### config.mk
export PLATFORM = sky130hd
export DESIGN_NAME = pc_fetch
export DESIGN_NICKNAME = d
export VERILOG_FILES = /design/src/rtl/pc_fetch.sv
export SDC_FILE = /design/constraint.sdc
export NUM_CORES = 1
export LEC_CHECK = 0
export BUFFER_PORTS_ARGS = -buffer_cell sky130_fd_sc_hd__buf_2
export CORE_AREA = 2 2 123 125
export CTS_CLUSTER_DIAMETER = 100
export DETAILED_ROUTE_END_ITERATION = 10
export DIE_AREA = 0 0 125 127
export PLACE_DENSITY = 0.68
export SLEW_MARGIN = 30
export SYNTH_ARGS = -nofsm -noshare
export SYNTH_HDL_FRONTEND = slang
export SYNTH_SLANG_ARGS = --single-unit
### constraint.sdc
create_clock -name clk -period 5 [get_ports clk]
set_input_delay 1 -clock clk [delete_from_list [all_inputs] [get_ports clk]]
set_output_delay 1 -clock clk [all_outputs]
set_load 0.1 [all_outputs]
### src/rtl/pc_fetch.sv
// pc_fetch: program counter and instruction fetch unit for the MIPS core.
// Cycles: IDLE, FETCH (req held until ack), EXEC (instr held until step); 2 cycles/instr minimum.
// Optional feature: define NPC_JR_EN to make NPCOp=11 jump to JRTarget (otherwise PC+4).
module pc_fetch #(
  parameter logic [31:0] RESET_PC = 32'h0000_3000
) (
  input  logic        clk,
  input  logic        rst,
  input  logic [1:0]  NPCOp,
  input  logic [15:0] IMM16,
  input  logic [25:0] IMM26,
  input  logic [31:0] JRTarget,
  input  logic        step,
  output logic        imem_req,
  output logic [31:0] imem_addr,
  input  logic        imem_ack,
  input  logic [31:0] imem_rdata,
  output logic [31:0] instr,
  output logic        instr_valid,
  output logic [31:0] PC,
  output logic [31:0] PCPLUS4
);

  // Reset PC is word aligned regardless of the parameter value.
  localparam logic [31:0] RST_PC = {RESET_PC[31:2], 2'b00};

  typedef enum logic [1:0] {
    S_IDLE  = 2'd0,
    S_FETCH = 2'd1,
    S_EXEC  = 2'd2
  } state_t;

  state_t      state_q;
  logic [31:0] pc_q;
  logic [31:0] instr_q;
  logic        req_q;
  logic        valid_q;

  logic [31:0] pcplus4;
  logic [31:0] br_off;
  logic [31:0] npc_d;
  logic        unused_jr;

  assign pcplus4 = pc_q + 32'd4;
  assign br_off  = {{14{IMM16[15]}}, IMM16, 2'b00};

  // Next-PC select; every source is word aligned so PC[1:0] stays zero.
  always_comb begin
    npc_d = pcplus4;
    case (NPCOp)
      2'b01:   npc_d = pcplus4 + br_off;
      2'b10:   npc_d = {pcplus4[31:28], IMM26, 2'b00};
      2'b11: begin
`ifdef NPC_JR_EN
        npc_d = {JRTarget[31:2], 2'b00};
`else
        npc_d = pcplus4;
`endif
      end
      default: npc_d = pcplus4;
    endcase
  end

`ifdef NPC_JR_EN
  assign unused_jr = ^JRTarget[1:0];
`else
  assign unused_jr = ^JRTarget;
`endif

  // Fetch/execute sequencer with registered req/valid; reset abandons any request at once.
  always_ff @(posedge clk or posedge rst) begin
    if (rst) begin
      state_q <= S_IDLE;
      pc_q    <= RST_PC;
      instr_q <= 32'h0000_0000;
      req_q   <= 1'b0;
      valid_q <= 1'b0;
    end else begin
      case (state_q)
        S_IDLE: begin
          state_q <= S_FETCH;
          req_q   <= 1'b1;
        end
        S_FETCH: begin
          if (imem_ack) begin
            instr_q <= imem_rdata;
            req_q   <= 1'b0;
            valid_q <= 1'b1;
            state_q <= S_EXEC;
          end
        end
        S_EXEC: begin
          if (step) begin
            pc_q    <= npc_d;
            valid_q <= 1'b0;
            req_q   <= 1'b1;
            state_q <= S_FETCH;
          end
        end
        default: begin
          state_q <= S_IDLE;
          req_q   <= 1'b0;
          valid_q <= 1'b0;
        end
      endcase
    end
  end

  assign imem_req    = req_q;
  assign imem_addr   = pc_q;
  assign instr       = instr_q;
  assign instr_valid = valid_q;
  assign PC          = pc_q;
  assign PCPLUS4     = pcplus4;

endmodule

==> flow_results.org <==
** Floorplan
- In this run the core area contains 44 standard-cell rows.
- Top-level port count :: 242
- The die is 127 um tall.
- The die covers 15900 um^2.
- Total core area :: 14400 um^2
- The initial utilization of the core area, before any placement, comes to 0.393.
- The die is 125 um wide.

** Clock network
- The tree is rooted in a clkbuf_16.
- The later pin in the worst-skew pair is clocked with a latency of 0.33 ns.
- In this run, post-CTS repair resized a total of 0 instances.
- TritonCTS clock tree :: built
- Counting the buffers created by CTS gives 9.
- Post-CTS clock slew at the launch and capture registers of the worst setup and hold paths :: 0.06 ns
- # Post-CTS Setup Buffers :: 0
- Clock tree synthesis found a total of 65 sinks.
- H-tree levels :: 3
- The clock passes through at most 2 buffers.
- Hold-fix buffers at CTS :: 0

** Setup path
- Sort of element at the end of the critical path :: register
- Setup slack of the most critical reg-to-reg path :: 0.95 ns
- For this design, the slowest cell found on the critical path is dfrtp_1.
- Worst setup SP type :: register
- On the worst path, the slowest cell contributes a delay of 0.50 ns.
- Critical Setup Path Class :: reg -> reg
- Crit-path max FO :: 10
- Arrival time of data at the critical path endpoint :: 4.28 ns
- For the worst setup path, the data required time is 5.24 ns.
- The signal on the critical path passes through and4_1 > and3_1 > nand2_1 > nor3_2 > nand3_1 > xnor2_2 > ha_1 > nor2b_1 > o21ai_0 > nor3b_1 > o31a_1 > o21ai_0 > xnor2_1 > o31ai_1.
- The cell that appears most often on the critical path is o21ai_0.

** STA
- At the pin with the least slew margin, the transition time is 0.955 ns.
- Dividing the final minimum period by the clock period gives 0.809.
- Post-route setup slack :: 0.954 ns
- Clock Skews :: 0.00645 ns
- Final-report max-slew violation count :: 0
- Maximum clock frequency :: 247 MHz
- Number of hold violations in the final report :: 0
- Setup repair after global routing left no endpoint under its margin.
- Setup violations remaining at the end of the flow were counted as 0.
- Post-layout minimum cycle time :: 4.05 ns
- Final hold slack :: 0.496 ns
- Max-Slew Margin vs Limit :: 0.362

** Route
- Final ANT Viol Nets :: 0
- After detailed routing, the number of vias per cell comes to 5.60.
- Dividing the detail-routed wire length by the instance count gives 17.5 um.
- Iter 0 DRT Violations :: 390
- The routed design has 17700 um of wire.
- DRC violations left :: 0
- Vias :: 5639
- Number of search-and-repair iterations in the first detailed-routing pass :: 5

** Final layout
- Area overhead of the layout relative to synthesis :: 24.0%
- Leaving out fill and tap cells, the most frequent cell in the layout is buf_2.
- The repair_antennas step left the layout with diodes totalling 0.
- Of the cells placed in the final design, the portion with a size suffix greater than 1 is 0.363.
- Final #Nets :: 968
- Final core utilization :: 0.488
- The top cell types in the final layout, fill and taps aside, are buf_2, dfrtp_1, nand2_1.

** Global route
- Overall global routing resource usage :: 0.218
- Vias in the first global route :: 5322
- The number of antenna violations at the first check in global routing came to 0.
- The first global-routing pass estimated 28000 um of wire.
- Largest net degree at the start of global routing :: 43
- After global routing the overflow that remains totals 0.

** Synth
- Sequential area share after synthesis :: 0.287
- Number of enable flip-flop cells after synthesis :: 0
- Count of different cell masters after synthesis :: 67
- After synthesis, the cell types taking the most area are dfrtp_1, ha_1, mux2_2, a21oi_1, xnor2_1.
- Fraction of post-synthesis cell area in the top cell type by area :: 0.278
- In this run, synthesis produced a sequential element count of 65.
- Total of warnings raised by yosys :: 0
- Number of instances in the synthesized netlist :: 664
- Mean area per synthesized cell :: 8.54 um^2
- Async set or reset register ratio after synthesis :: 1.00
- Cell type with the largest total area after synthesis :: dfrtp_1
- The most used flip-flop cell after synthesis is dfrtp_1.
- Cell Area, Synth :: 5670 um^2

** Worst hold path
- Path type of the worst min-delay path :: reg -> reg

** Placed design
- Buffers placed on the I/O ports in this run total 203.
- Prior to clock tree synthesis, the placed netlist has a worst setup slack of 1.00 ns.
- Detailed placement finished with a half-perimeter wire length of 13200 um.
- Routability congestion estimate :: 0.879

** Flow run
- The tool flagged a number of max-cap violations equal to 0.

** Outcome
- The run finished with clean final reports.
==> final timing paths <==
| check | startpoint | to | cells past startpoint |
|---|---|---|---|
| max | PC[4] | PC[25] | 14 |
| min | instr[10] | instr[10] | 1 |
| max reg2reg | PC[4] | PC[25] | 14 |
| min reg2reg | instr[10] | instr[10] | 1 |
| max in group asynchronous | rst | instr[15] | 3 |
| min in group asynchronous | rst | PC[3] | 2 |
==> synth_stat cells (4+ instances only) <==
cell type and number:
o21a_1 9, a22oi_1 4, ha_1 37, nand4_1 14, a31oi_1 14, nor2_1 36, dfrtp_1 63, inv_1 19
o21ai_0 46, o21bai_1 7, buf_1 4, buf_2 4, a32oi_1 4, clkbuf_1 25, a21oi_1 57, and2_1 8
nand2b_1 4, a21o_1 9, nand3_1 24, buf_4 37, xor2_1 19, o22ai_1 6, nand2_1 61, and3_1 8
a221oi_1 10, mux2_2 33, nor2b_1 4, xnor2_1 32, o31ai_1 7
==> final cells by class <==
type,count,area (um^2)
clock buffer,10,239
clock inverter,6,66.3
fill,1442,7390
inverter,20,75.1
multi-input combinational,514,3740
sequential,65,1630
tap,184,230
timing repair buffer,208,1050
==> per-layer routing <==
metal	GRT usage	part of all wire	vias up
met3	0.0255	0.078	26
li1	-	-	2676
met5	0	0	-
met2	0.350	0.47	267
met4	0.0771	0.020	0
met1	0.305	0.43	2670
==> critical path, delay by kind of cell (launching register included) <==
kind / cells / cell delay, ns
flip-flops: 1 / 0.50
adder cells (fa/ha/maj): 1 / 0.33
AND/OR/NAND/NOR: 7 / 1.86
XOR/XNOR: 2 / 0.43
AO/OA/AOI/OAI: 4 / 0.83
==> state kept, by name, summed over array words and instances (netlist names) <==
name / count
instr_valid: 1
imem_req: 1
PC: 30
instr: 32
state_q: 1
==> per-stage QoR <==
stage / setup TNS (ns) / cells / area (um^2)
2_1_floorplan: -0.0184 / 669 / 5850
3_3_place_gp: 0 / 991 / 6730
3_5_place_dp: 0 / 991 / 6730
4_1_cts: 0 / 1007 / 7030
5_1_grt: 0 / 1007 / 7030
6_report: 0 / 1007 / 7030
==> cells by family (layout without fill, tap and decap cells) <==
group,after synthesis,in the layout,synth area share
compound gates,207,207,0.241
simple gates,178,178,0.154
buf+inv,90,244,0.0849
flops,65,65,0.287
xor+xnor,52,52,0.0816
fa+ha+maj,38,38,0.0852
mux,33,33,0.0655
other cells,1,6,0.000661
Power is not shown: default switching activity piles up to over one toggle a cycle in this logic, so the estimate is an artifact.
